File: src/rtl/fir_requant_decim_if.sv
// Streaming interface for fir_requant_decim: FIR sample input (no backpressure)
// and valid/ready requantized output. The "slave" modport is the block's view.
interface fir_requant_decim_if #(
  parameter int IN_W  = 32,
  parameter int OUT_W = 16
);
  logic                    in_valid;
  logic signed [IN_W-1:0]  in_data;
  logic                    out_valid;
  logic                    out_ready;
  logic signed [OUT_W-1:0] out_data;

  modport master (
    output in_valid, in_data, out_ready,
    input  out_valid, out_data
  );

  modport slave (
    input  in_valid, in_data, out_ready,
    output out_valid, out_data
  );
endinterface

File: src/rtl/fir_requant_decim.sv
// fir_requant_decim: decimate the full-precision FIR sum by DECIM, round away
// SHIFT fractional bits, saturate to OUT_W and buffer in a FWFT output FIFO.
// Pipeline: accept register -> rounding register -> clamp + FIFO write.
// Optional macro FIR_REQUANT_CONV_ROUND_EN selects round-half-to-even
// instead of round-half-up; latency is identical in both builds.
module fir_requant_decim #(
  parameter int IN_W       = 32,
  parameter int OUT_W      = 16,
  parameter int SHIFT      = 15,
  parameter int DECIM      = 4,
  parameter int FIFO_DEPTH = 8
) (
  input  logic                             clk,
  input  logic                             rst,
  fir_requant_decim_if.slave               bus,
  input  logic                             clr_flags,
  output logic [$clog2(FIFO_DEPTH+1)-1:0]  fifo_level,
  output logic                             sat_flag,
  output logic                             ovf_flag
);

  localparam int CNT_W = (DECIM > 1) ? $clog2(DECIM) : 1;
  localparam int AW    = $clog2(FIFO_DEPTH);
  localparam int LW    = $clog2(FIFO_DEPTH + 1);
  localparam int XW    = IN_W + 1;

  localparam logic signed [XW-1:0] HALF = {{(XW-1){1'b0}}, 1'b1} << (SHIFT - 1);
  localparam logic signed [XW-1:0] MAXV = {{(XW-OUT_W+1){1'b0}}, {(OUT_W-1){1'b1}}};
  localparam logic signed [XW-1:0] MINV = {{(XW-OUT_W+1){1'b1}}, {(OUT_W-1){1'b0}}};
  localparam logic [OUT_W-1:0] OUT_MAX = {1'b0, {(OUT_W-1){1'b1}}};
  localparam logic [OUT_W-1:0] OUT_MIN = {1'b1, {(OUT_W-1){1'b0}}};
`ifdef FIR_REQUANT_CONV_ROUND_EN
  localparam logic signed [XW-1:0] FRAC_MASK = (HALF << 1) - XW'(1);
`endif

  // ---------------------------------------------------------------- decimation
  logic [CNT_W-1:0] dec_cnt;
  logic             keep;

  assign keep = bus.in_valid && (dec_cnt == '0);

  // Decimation phase counter: advances on valid inputs only, wraps at DECIM-1.
  always_ff @(posedge clk or posedge rst) begin
    if (rst) begin
      dec_cnt <= '0;
    end else if (bus.in_valid) begin
      if (dec_cnt == CNT_W'(DECIM - 1)) dec_cnt <= '0;
      else                              dec_cnt <= dec_cnt + CNT_W'(1);
    end
  end

  // ---------------------------------------------------------------- stage 0
  logic                   s0_valid;
  logic signed [IN_W-1:0] s0_data;

  // Capture the kept sample.
  always_ff @(posedge clk or posedge rst) begin
    if (rst) begin
      s0_valid <= 1'b0;
      s0_data  <= '0;
    end else begin
      s0_valid <= keep;
      if (keep) s0_data <= bus.in_data;
    end
  end

  // ---------------------------------------------------------------- stage 1
  logic signed [XW-1:0] ext;
  logic signed [XW-1:0] rnd_sum;
  logic signed [XW-1:0] rnd;

  // Round: one guard bit above the input keeps the +HALF from wrapping.
  always_comb begin
    ext     = {s0_data[IN_W-1], s0_data};
    rnd_sum = ext + HALF;
    rnd     = rnd_sum >>> SHIFT;
`ifdef FIR_REQUANT_CONV_ROUND_EN
    // An exact tie rounded up to an odd value steps back to the even neighbour.
    if (((ext & FRAC_MASK) == HALF) && rnd[0]) rnd = rnd - XW'(1);
`endif
  end

  logic                 s1_valid;
  logic signed [XW-1:0] s1_data;

  // Register the rounded value.
  always_ff @(posedge clk or posedge rst) begin
    if (rst) begin
      s1_valid <= 1'b0;
      s1_data  <= '0;
    end else begin
      s1_valid <= s0_valid;
      if (s0_valid) s1_data <= rnd;
    end
  end

  // ---------------------------------------------------------------- stage 2
  logic             over;
  logic             under;
  logic [OUT_W-1:0] wr_val;

  // Saturate the rounded value to the output range.
  always_comb begin
    over   = s1_data > MAXV;
    under  = s1_data < MINV;
    wr_val = s1_data[OUT_W-1:0];
    if (over)  wr_val = OUT_MAX;
    if (under) wr_val = OUT_MIN;
  end

  // ---------------------------------------------------------------- FIFO
  logic [OUT_W-1:0] mem [FIFO_DEPTH];
  logic [AW-1:0]    wr_ptr;
  logic [AW-1:0]    rd_ptr;
  logic [LW-1:0]    count;
  logic             empty;
  logic             full;
  logic             pop;
  logic             push;
  logic             ovf_set;
  logic             sat_set;

  // FIFO control: a write into a full FIFO only lands if a pop frees a slot.
  always_comb begin
    empty   = (count == '0);
    full    = (count == LW'(FIFO_DEPTH));
    pop     = !empty && bus.out_ready;
    push    = s1_valid && (!full || pop);
    ovf_set = s1_valid && full && !pop;
    sat_set = s1_valid && (over || under);
  end

  // Storage array; occupancy is tracked separately so it needs no reset.
  always_ff @(posedge clk) begin
    if (push) mem[wr_ptr] <= wr_val;
  end

  // Pointers and occupancy.
  always_ff @(posedge clk or posedge rst) begin
    if (rst) begin
      wr_ptr <= '0;
      rd_ptr <= '0;
      count  <= '0;
    end else begin
      if (push) wr_ptr <= wr_ptr + AW'(1);
      if (pop)  rd_ptr <= rd_ptr + AW'(1);
      if (push && !pop)      count <= count + LW'(1);
      else if (pop && !push) count <= count - LW'(1);
    end
  end

  // Sticky flags; a set event in the same cycle as clr_flags wins.
  always_ff @(posedge clk or posedge rst) begin
    if (rst) begin
      sat_flag <= 1'b0;
      ovf_flag <= 1'b0;
    end else begin
      if (sat_set)        sat_flag <= 1'b1;
      else if (clr_flags) sat_flag <= 1'b0;
      if (ovf_set)        ovf_flag <= 1'b1;
      else if (clr_flags) ovf_flag <= 1'b0;
    end
  end

  // First-word fall-through head; zero while empty.
  always_comb begin
    bus.out_valid = !empty;
    bus.out_data  = '0;
    if (!empty) bus.out_data = mem[rd_ptr];
    fifo_level    = count;
  end

endmodule

File: src/flat_wrapper.sv
// flat-port wrapper written by rule: the top's interface ports become plain ports
module fir_requant_decim_flat 
#(
  parameter int IN_W       = 32,
  parameter int OUT_W      = 16,
  parameter int SHIFT      = 15,
  parameter int DECIM      = 4,
  parameter int FIFO_DEPTH = 8
)
  (clk, rst, clr_flags, fifo_level, sat_flag, ovf_flag, bus_in_valid, bus_in_data, bus_out_ready, bus_out_valid, bus_out_data);
  fir_requant_decim_if #(.IN_W(IN_W), .OUT_W(OUT_W)) bus_i ();
  input  logic clk;
  input  logic rst;
  input  logic clr_flags;
  output logic [$clog2(FIFO_DEPTH+1)-1:0] fifo_level;
  output logic sat_flag;
  output logic ovf_flag;
  input wire logic [$bits(bus_i.in_valid)-1:0] bus_in_valid;
  input wire logic [$bits(bus_i.in_data)-1:0] bus_in_data;
  input wire logic [$bits(bus_i.out_ready)-1:0] bus_out_ready;
  output wire logic [$bits(bus_i.out_valid)-1:0] bus_out_valid;
  output wire logic [$bits(bus_i.out_data)-1:0] bus_out_data;
  assign bus_i.in_valid = bus_in_valid;
  assign bus_i.in_data = bus_in_data;
  assign bus_i.out_ready = bus_out_ready;
  assign bus_out_valid = bus_i.out_valid;
  assign bus_out_data = bus_i.out_data;
  fir_requant_decim #(.IN_W(IN_W), .OUT_W(OUT_W), .SHIFT(SHIFT), .DECIM(DECIM), .FIFO_DEPTH(FIFO_DEPTH)) u_core (.clk(clk), .rst(rst), .bus(bus_i), .clr_flags(clr_flags), .fifo_level(fifo_level), .sat_flag(sat_flag), .ovf_flag(ovf_flag));
endmodule
File: config.mk
export PLATFORM = sky130hd
export DESIGN_NAME = fir_requant_decim_flat
export DESIGN_NICKNAME = d
export VERILOG_FILES = /design/src/rtl/fir_requant_decim_if.sv /design/src/rtl/fir_requant_decim.sv /design/src/flat_wrapper.sv
export SDC_FILE = /design/constraint.sdc
export NUM_CORES = 1
export LEC_CHECK = 0
export CORE_UTILIZATION = 58
export DETAILED_ROUTE_END_ITERATION = 8
export GPL_TIMING_DRIVEN = 0
export PLACE_DENSITY = 0.83
export SETUP_SLACK_MARGIN = 0.2
export SYNTH_ARGS = -nofsm -noshare
export SYNTH_HDL_FRONTEND = slang
export SYNTH_SLANG_ARGS = --single-unit
File: constraint.sdc
create_clock -name clk -period 3.6 [get_ports clk]
set_input_delay 1.08 -clock clk [delete_from_list [all_inputs] [get_ports clk]]
set_output_delay 1.08 -clock clk [all_outputs]
set_load 0.02 [all_outputs]
==> flow_results.xml, run 1 <==
<?xml version="1.0" encoding="UTF-8"?>
<metrics>
  <group name="cts">
    <metric name="clock_sinks" unit="">180</metric>
    <metric name="clock_tree_from_tritoncts" unit="">built</metric>
    <metric name="cts.reportedPaths.clkPinSlew" unit="ps">60</metric>
    <metric name="clock_path_buffers" unit="">2</metric>
    <metric name="numCtsBuffers" unit="">17</metric>
    <metric name="cts_h_tree_lvls" unit="">4</metric>
    <metric name="clk-insertion-delay-late" unit="ps">430</metric>
    <metric name="post_cts_hold_buffer_count" unit="">0</metric>
    <metric name="cts.root.buffer_cell" unit="">sky130_fd_sc_hd__clkbuf_16</metric>
  </group>
  <group name="synth">
    <metric name="synth_fp_nets" unit="">562</metric>
    <metric name="ys_seq_elements" unit="">180</metric>
    <metric name="share_of_synthesized_cell_area_in_and_or_nand_and_nor_gates" unit="%">8.74</metric>
    <metric name="portion_of_the_post_synthesis_area_used_by_sequential_elements" unit="%">67.5</metric>
    <metric name="netlist_area" unit="sq um">7630</metric>
    <metric name="synth-adder-area-share" unit="%">1.57</metric>
    <metric name="ys_types" unit="">43</metric>
    <metric name="synth_edf_count" unit="">128</metric>
    <metric name="yosys.area_share.xor_xnor" unit="%">1.84</metric>
    <metric name="ys.warnings.count" unit="">0</metric>
    <metric name="synth_mux_area_share" unit="%">14.5</metric>
    <metric name="netlist_instances" unit="">516</metric>
    <metric name="synth_async_sr_flop_share" unit="%">28.9</metric>
    <metric name="synth_area_per_cell" unit="sq um">14.8</metric>
    <metric name="synth_compound_gate_area_share" unit="%">3.66</metric>
    <metric name="main_combinational_cell_family_by_area_after_synthesis" unit="">multiplexers</metric>
    <metric name="ys_dominant_reg_cell" unit="">sky130_fd_sc_hd__edfxtp_1</metric>
  </group>
  <group name="place">
    <metric name="place.detailed.hpwl" unit="mm">10.2</metric>
    <metric name="dpl-instance-area" unit="sq um">8450</metric>
    <metric name="routabilityCongestion" unit="">0.819</metric>
    <metric name="port_buffers" unit="">45</metric>
    <metric name="place_ws" unit="ps">-406</metric>
  </group>
  <group name="critical_path">
    <metric name="rrSetupSlack" unit="ps">360</metric>
    <metric name="crit_path_max_fanout" unit="">10</metric>
    <metric name="crit_path_end_kind" unit="">output port</metric>
    <metric name="cp.required" unit="ps">2520</metric>
    <metric name="arrival" unit="ps">2250</metric>
    <metric name="start_kind" unit="">register</metric>
    <metric name="path_class" unit="">register to output port</metric>
  </group>
  <group name="global_routing">
    <metric name="grt_start_max_net_pins" unit="">31</metric>
    <metric name="first_global_vias" unit="">4554</metric>
    <metric name="grtUsageMet2" unit="%">45.5</metric>
    <metric name="grt_util_met3" unit="%">5.76</metric>
    <metric name="gr-total-overflow" unit="">0</metric>
    <metric name="wire_length_of_the_first_global_routing_pass" unit="mm">24.4</metric>
    <metric name="global_route.usage.met1" unit="%">30.2</metric>
    <metric name="global_route.peak_usage_layer" unit="">met2</metric>
    <metric name="grt_antenna_before_repair" unit="">0</metric>
    <metric name="groute.usage.overall" unit="%">25.5</metric>
  </group>
  <group name="timing">
    <metric name="skew" unit="ps">8.14</metric>
    <metric name="final_hold_viol_count" unit="">0</metric>
    <metric name="slew_at_the_pin_with_the_worst_max_slew_slack" unit="ps">862</metric>
    <metric name="fin_worst_hold_slack" unit="ps">427</metric>
    <metric name="fmaxAchievable" unit="MHz">301</metric>
    <metric name="finalCriticalPeriod" unit="ps">3330</metric>
    <metric name="final_setup_violation_count" unit="">0</metric>
    <metric name="min_period_over_period" unit="%">92.4</metric>
    <metric name="finalMaxSlewViolations" unit="">0</metric>
    <metric name="timing.setup.tns" unit="ps">0</metric>
    <metric name="rsz_0062_raised_after_global_routing" unit="">false</metric>
    <metric name="relSlewSlack" unit="%">42.2</metric>
    <metric name="timing.final.ws_setup" unit="ps">275</metric>
  </group>
  <group name="die">
    <metric name="die-height" unit="microns">117</metric>
    <metric name="die_area" unit="sq um">13600</metric>
    <metric name="ioPinCount" unit="">60</metric>
    <metric name="chipWidth" unit="microns">117</metric>
    <metric name="floorplan.initialDensity" unit="%">60.0</metric>
    <metric name="coreArea" unit="sq um">12700</metric>
    <metric name="std_cell_rows" unit="">41</metric>
  </group>
  <group name="route">
    <metric name="dr.pass1.iters" unit="">5</metric>
    <metric name="route.antenna.remaining_nets" unit="">0</metric>
    <metric name="first_iter_violations" unit="">564</metric>
    <metric name="finalWirelength" unit="mm">15.7</metric>
    <metric name="route.detailed.vias_per_inst" unit="">5.94</metric>
    <metric name="wl_per_cell" unit="microns">20.2</metric>
    <metric name="routed-via-count" unit="">4633</metric>
    <metric name="post-route-drc-count" unit="">0</metric>
  </group>
  <group name="min_path">
    <metric name="hold_path_class" unit="">register to register</metric>
  </group>
  <group name="job">
    <metric name="cap_violations" unit="">0</metric>
  </group>
  <group name="final_layout">
    <metric name="num_antenna_cells" unit="">0</metric>
    <metric name="layout-drive-gt1-share" unit="%">20.6</metric>
    <metric name="area_delta_synth_final" unit="%">20.9</metric>
    <metric name="fin_area" unit="sq um">9230</metric>
    <metric name="design.final.nets" unit="">641</metric>
  </group>
  <group name="status">
    <metric name="outcome" unit="">complete, no violations</metric>
  </group>
  <group name="power">
    <metric name="worst_ir_drop_vdd" unit="uV">456</metric>
    <metric name="p_leak" unit="nW">3.35</metric>
    <metric name="power-per-cell-area" unit="nW/um^2">931</metric>
  </group>
</metrics>
[placed cells by master (no fill, tap or decap), types with 3 or more instances in the layout]
master                            synthesis  routed
sky130_fd_sc_hd__edfxtp_1               128     128
sky130_fd_sc_hd__nor2_1                  83      77
sky130_fd_sc_hd__dfrtp_1                 52      52
sky130_fd_sc_hd__nand2_1                 32      32
sky130_fd_sc_hd__mux4_2                  32      32
sky130_fd_sc_hd__clkdlybuf4s50_1          0      28
sky130_fd_sc_hd__a21oi_1                 24      24
sky130_fd_sc_hd__mux2_2                  19      19
sky130_fd_sc_hd__clkbuf_16                0      17
sky130_fd_sc_hd__clkbuf_1                20      16
sky130_fd_sc_hd__mux2i_1                 17      16
sky130_fd_sc_hd__xnor2_1                 13      13
sky130_fd_sc_hd__inv_1                   15      13
sky130_fd_sc_hd__dlygate4sd2_1            0      13
sky130_fd_sc_hd__nand3_1                  9       9
sky130_fd_sc_hd__buf_8                    0       7
sky130_fd_sc_hd__ha_1                     8       7
sky130_fd_sc_hd__o21ai_0                  7       6
sky130_fd_sc_hd__nor2_2                   1       6
sky130_fd_sc_hd__nor3_1                   8       6
sky130_fd_sc_hd__buf_4                    0       6
sky130_fd_sc_hd__nor4_1                   5       5
sky130_fd_sc_hd__a31oi_1                  5       5
sky130_fd_sc_hd__bufinv_16                0       5
sky130_fd_sc_hd__buf_6                    1       4
sky130_fd_sc_hd__nand2b_1                 4       4
sky130_fd_sc_hd__dlymetal6s2s_1           0       4
sky130_fd_sc_hd__buf_12                   0       3
sky130_fd_sc_hd__xor2_1                   3       3
sky130_fd_sc_hd__clkinvlp_4               0       3
[flip-flops by register name (all words and copies together) (netlist names)]
signal	count
u_core.mem	128
u_core.wr_ptr	3
u_core.fifo_level	4
u_core.s0_valid	1
u_core.s1_valid	1
u_core.ovf_flag	1
u_core.s0_data	18
u_core.dec_cnt	2
u_core.rd_ptr	3
u_core.s1_data	18
u_core.sat_flag	1
[layer usage]
metal  vias up  share of wire, %
met5         -                 0
met4         0               2.1
met3        31               6.1
met2       190                53
met1      2337                39
li1       2075                 -
[worst max-delay path, cell delays in order (launching register included)]
cell	delay [ps]
sky130_fd_sc_hd__dfrtp_1	370
sky130_fd_sc_hd__buf_6	170
sky130_fd_sc_hd__buf_12	170
sky130_fd_sc_hd__mux4_2	530
sky130_fd_sc_hd__mux2i_2	210
sky130_fd_sc_hd__nor2_1	60
sky130_fd_sc_hd__dlygate4sd2_1	320
[kinds of logic (layout without fill, tap and decap cells)]
family | Yosys count | after routing
multiplexers | 68 | 68
AND/OR/NAND/NOR | 154 | 154
XOR/XNOR | 16 | 16
flip-flops | 180 | 180
AO/OA/AOI/OAI | 47 | 47
buffers and inverters | 42 | 134
adder cells (fa/ha/maj) | 9 | 9
[through the flow]
step / instances / utilization [%] / total power [mW]
after floorplan: 516 / - / 5.38
after global placement: 733 / 65.2 / 6.29
after detailed placement: 742 / 66.4 / 6.52
after CTS: 776 / 72.0 / 8.52
after global routing: 780 / 72.5 / 9.00
final: 780 / 72.5 / 8.59
[cell type report]
| class | count | area [sq um] |
|---|---|---|
| flip-flops and latches | 180 | 5140 |
| plain buffers | 27 | 191 |
| clock buffers | 18 | 429 |
| repair buffers | 60 | 622 |
| clock inverters | 14 | 209 |
| fillers | 811 | 3500 |
| inverters | 15 | 56.3 |
| multi-input cells | 294 | 2360 |
| well taps | 172 | 215 |
[final timing paths]
kind,cells past startpoint,from,endpoint
worst max-delay path,6,u_core.rd_ptr[0],bus_out_data[3]
worst min-delay path,0,u_core.s0_valid,u_core.s1_valid
worst max register to register,12,u_core.fifo_level[0],u_core.fifo_level[3]
worst min register to register,0,u_core.s0_valid,u_core.s1_valid
max in group asynchronous,3,rst,u_core.s1_data[7]
min in group asynchronous,2,rst,u_core.dec_cnt[1]
[what timing repair did]
item,in CTS,in global routing
endpoints found under the hold margin,0,0
gates resized for setup,37,13
cloned,0,0
endpoints found under the setup margin,18,15
pin swaps,1,1
buffers inserted,2,4
[synthesized netlist by cell type, types with 2 or more instances]
| library cell | instances | share of area (%) |
|---|---|---|
| sky130_fd_sc_hd__clkbuf_1 | 20 | 0.98 |
| sky130_fd_sc_hd__mux2i_1 | 17 | 2.2 |
| sky130_fd_sc_hd__mux4_2 | 32 | 9.4 |
| sky130_fd_sc_hd__nor3_1 | 8 | 0.52 |
| sky130_fd_sc_hd__nand2b_1 | 4 | 0.33 |
| sky130_fd_sc_hd__a21oi_1 | 24 | 1.6 |
| sky130_fd_sc_hd__nand2_1 | 32 | 1.6 |
| sky130_fd_sc_hd__ha_1 | 8 | 1.3 |
| sky130_fd_sc_hd__o31ai_1 | 2 | 0.20 |
| sky130_fd_sc_hd__nor4_1 | 5 | 0.41 |
| sky130_fd_sc_hd__mux2_2 | 19 | 2.8 |
| sky130_fd_sc_hd__nor2_1 | 83 | 4.1 |
| sky130_fd_sc_hd__a31oi_1 | 5 | 0.41 |
| sky130_fd_sc_hd__xnor2_1 | 13 | 1.5 |
| sky130_fd_sc_hd__inv_1 | 15 | 0.74 |
| sky130_fd_sc_hd__o21ai_0 | 7 | 0.46 |
| sky130_fd_sc_hd__o32ai_1 | 2 | 0.23 |
| sky130_fd_sc_hd__edfxtp_1 | 128 | 50 |
| sky130_fd_sc_hd__dfrtp_1 | 52 | 17 |
| sky130_fd_sc_hd__nand3_1 | 9 | 0.59 |
| sky130_fd_sc_hd__or4_1 | 2 | 0.20 |
| sky130_fd_sc_hd__buf_2 | 5 | 0.33 |
| sky130_fd_sc_hd__or3_1 | 2 | 0.16 |
| sky130_fd_sc_hd__xor2_1 | 3 | 0.34 |
[report_power, final]
part / total [mW] / switching, mW / leakage (nW) / internal, mW
combinational: 3.29 / 1.90 / 1.30 / 1.39
sequential: 3.31 / 0.333 / 1.75 / 2.98
clock: 1.98 / 0.758 / 0.300 / 1.23
total: 8.59 / 2.99 / 3.35 / 5.60
Note: power is estimated with default switching activity, not from simulation.
==> inputs of run 2 (changes only) <==
--- a/config.mk
+++ b/config.mk
@@ -5,7 +5,9 @@
 export SDC_FILE = /design/constraint.sdc
 export NUM_CORES = 1
 export LEC_CHECK = 0
+export CORE_ASPECT_RATIO = 1.25
 export CORE_UTILIZATION = 58
+export CTS_CLUSTER_DIAMETER = 40
 export DETAILED_ROUTE_END_ITERATION = 8
 export GPL_TIMING_DRIVEN = 0
 export PLACE_DENSITY = 0.83
==> run 2 against run 1 <==
Compared with the run above: sequential cell count is the same; die area is essentially flat; total power shrank 0.57%; sequential share of layout area grew 0.091 points; critical endpoint is now bus_out_data[14]; fmax is essentially flat; worst setup slack gained 0.71 ps; largest cell class unchanged; final cell count shrank 0.51%; sequential power is essentially flat; global-route usage grew 0.15 points.
==> flow_results.xml, run 2 (synthesis results as in run 1) <==
<?xml version="1.0" encoding="UTF-8"?>
<metrics>
  <group name="status">
    <metric name="outcome" unit="">complete, no violations</metric>
  </group>
  <group name="timing">
    <metric name="min_period_over_period" unit="%">92.4</metric>
    <metric name="fin_worst_hold_slack" unit="ps">378</metric>
    <metric name="final_hold_viol_count" unit="">0</metric>
    <metric name="skew" unit="ps">13.5</metric>
    <metric name="slew_at_the_pin_with_the_worst_max_slew_slack" unit="ps">1030</metric>
    <metric name="final_setup_violation_count" unit="">0</metric>
    <metric name="fmaxAchievable" unit="MHz">301</metric>
    <metric name="rsz_0062_raised_after_global_routing" unit="">false</metric>
    <metric name="timing.final.ws_setup" unit="ps">275</metric>
    <metric name="finalCriticalPeriod" unit="ps">3320</metric>
    <metric name="finalMaxSlewViolations" unit="">0</metric>
    <metric name="relSlewSlack" unit="%">31.3</metric>
  </group>
  <group name="critical_path">
    <metric name="slowest_stage" unit="">sky130_fd_sc_hd__mux4_2</metric>
    <metric name="start_kind" unit="">register</metric>
    <metric name="arrival" unit="ps">2240</metric>
    <metric name="timing.critical_path.slowest_cell_delay" unit="ps">520</metric>
    <metric name="crit_path_end_kind" unit="">output port</metric>
    <metric name="path_class" unit="">register to output port</metric>
    <metric name="path_cells" unit="">buf_6 -&gt; buf_8 -&gt; mux4_2 -&gt; mux2i_2 -&gt; nor2_1 -&gt; dlygate4sd2_1</metric>
    <metric name="critical_path_buf_inv_count" unit="">3</metric>
    <metric name="cp.required" unit="ps">2520</metric>
    <metric name="critPathTopFamily" unit="">multiplexers</metric>
    <metric name="crit_path_max_fanout" unit="">10</metric>
  </group>
  <group name="cts">
    <metric name="clock_tree_from_tritoncts" unit="">built</metric>
    <metric name="cts.root.buffer_cell" unit="">sky130_fd_sc_hd__clkbuf_16</metric>
    <metric name="numCtsBuffers" unit="">17</metric>
    <metric name="cts.reportedPaths.clkPinSlew" unit="ps">70</metric>
    <metric name="cts_h_tree_lvls" unit="">4</metric>
    <metric name="clk-insertion-delay-late" unit="ps">430</metric>
    <metric name="clock_path_buffers" unit="">2</metric>
    <metric name="clock_sinks" unit="">180</metric>
    <metric name="post_cts_hold_buffer_count" unit="">0</metric>
  </group>
  <group name="route">
    <metric name="route.detailed.vias_per_inst" unit="">5.95</metric>
    <metric name="finalWirelength" unit="mm">16.2</metric>
    <metric name="route.antenna.remaining_nets" unit="">0</metric>
    <metric name="first_iter_violations" unit="">430</metric>
    <metric name="dr.pass1.iters" unit="">5</metric>
    <metric name="routed-via-count" unit="">4617</metric>
    <metric name="wl_per_cell" unit="microns">20.8</metric>
    <metric name="post-route-drc-count" unit="">0</metric>
  </group>
  <group name="place">
    <metric name="place_ws" unit="ps">-462</metric>
    <metric name="port_buffers" unit="">45</metric>
    <metric name="place.detailed.hpwl" unit="mm">10.4</metric>
    <metric name="routabilityCongestion" unit="">0.832</metric>
  </group>
  <group name="die">
    <metric name="floorplan.initialDensity" unit="%">59.7</metric>
    <metric name="die_area" unit="sq um">13600</metric>
    <metric name="coreArea" unit="sq um">12800</metric>
    <metric name="chipWidth" unit="microns">105</metric>
    <metric name="die-height" unit="microns">130</metric>
    <metric name="std_cell_rows" unit="">46</metric>
    <metric name="ioPinCount" unit="">60</metric>
  </group>
  <group name="power">
    <metric name="worst_ir_drop_vdd" unit="uV">458</metric>
    <metric name="p_leak" unit="nW">3.32</metric>
    <metric name="power-per-cell-area" unit="nW/um^2">927</metric>
  </group>
  <group name="global_routing">
    <metric name="wire_length_of_the_first_global_routing_pass" unit="mm">25.6</metric>
    <metric name="grt_start_max_net_pins" unit="">44</metric>
    <metric name="groute.usage.overall" unit="%">25.7</metric>
    <metric name="gr-total-overflow" unit="">0</metric>
    <metric name="grt_antenna_before_repair" unit="">0</metric>
    <metric name="first_global_vias" unit="">4790</metric>
  </group>
  <group name="final_layout">
    <metric name="layout-drive-gt1-share" unit="%">20.9</metric>
    <metric name="area_delta_synth_final" unit="%">20.8</metric>
    <metric name="layout.cells.most_common" unit="">sky130_fd_sc_hd__edfxtp_1</metric>
    <metric name="largestRegisters" unit="">u_core.mem (128), u_core.s0_data (18), u_core.s1_data (18)</metric>
    <metric name="design.final.nets" unit="">642</metric>
    <metric name="layout_common_cells" unit="">128 x sky130_fd_sc_hd__edfxtp_1, 77 x sky130_fd_sc_hd__nor2_1, 52 x sky130_fd_sc_hd__dfrtp_1</metric>
    <metric name="final_core_density" unit="%">72.1</metric>
    <metric name="largest_register" unit="">u_core.mem</metric>
    <metric name="num_antenna_cells" unit="">0</metric>
    <metric name="number_of_flip_flops_under_the_largest_register_name" unit="">128</metric>
  </group>
  <group name="min_path">
    <metric name="hold_path_class" unit="">register to register</metric>
  </group>
  <group name="job">
    <metric name="cap_violations" unit="">0</metric>
  </group>
</metrics>
run 2: changes by cell type in the layout (fill, tap and decap cells not counted), moves of 2 or more:
cell,before,now
sky130_fd_sc_hd__dlymetal6s2s_1,4,0
sky130_fd_sc_hd__buf_4,6,9
sky130_fd_sc_hd__clkinv_4,1,4
sky130_fd_sc_hd__clkbuf_4,2,0
sky130_fd_sc_hd__dlygate4sd2_1,13,15
run 2: what timing repair did:
action                                  in CTS  in global routing
endpoints found under the setup margin      18                  6
pin swaps                                    1                  1
gates resized for setup                     49                  6
setup buffers                                1                  6
run 2: area by class of cell:
type | instances | area [sq um]
Sequential cell | 180 | 5140
Fill cell | 831 | 3570
Multi-Input combinational cell | 294 | 2370
Timing Repair Buffer | 61 | 617
Clock buffer | 17 | 425
Tap cell | 168 | 210
Buffer | 27 | 200
Clock inverter | 14 | 188
Inverter | 15 | 56.3
run 2: final timing paths:
check,slack (ps),to,cells past startpoint,startpoint
worst max register to register,500,u_core.fifo_level[3],11,u_core.fifo_level[0]
max in group asynchronous,2220,u_core.s1_data[4],3,rst
worst min-delay path,380,u_core.s1_valid,0,u_core.s0_valid
worst max-delay path,280,bus_out_data[14],6,u_core.rd_ptr[0]
worst min register to register,380,u_core.s1_valid,0,u_core.s0_valid
min in group asynchronous,890,u_core.fifo_level[3],2,rst
run 2: report_power, final:
| group | internal (mW) | switching [mW] | leakage [nW] | total [mW] |
|---|---|---|---|---|
| Combinational | 1.40 | 1.91 | 1.28 | 3.31 |
| Clock | 1.15 | 0.757 | 0.294 | 1.91 |
| Sequential | 2.98 | 0.341 | 1.75 | 3.32 |
| Total | 5.53 | 3.00 | 3.32 | 8.54 |
run 2: per-stage QoR:
stage	std cells	setup TNS, ps	power [mW]	instance area, sq um
after floorplan	516	0	5.38	7630
after global placement	729	-52300	6.28	8290
after detailed placement	738	-512	6.51	8450
after CTS	770	0	8.47	9150
after global routing	776	0	8.95	9210
final	776	0	8.54	9210
run 2: per-layer routing:
layer / vias to the layer above / global-route usage, % / part of all wire, %
met5: - / 0 / 0
met4: 0 / 11.8 / 2.4
met3: 31 / 5.04 / 5.6
met2: 198 / 47.1 / 54
met1: 2310 / 29.3 / 38
li1: 2078 / - / -
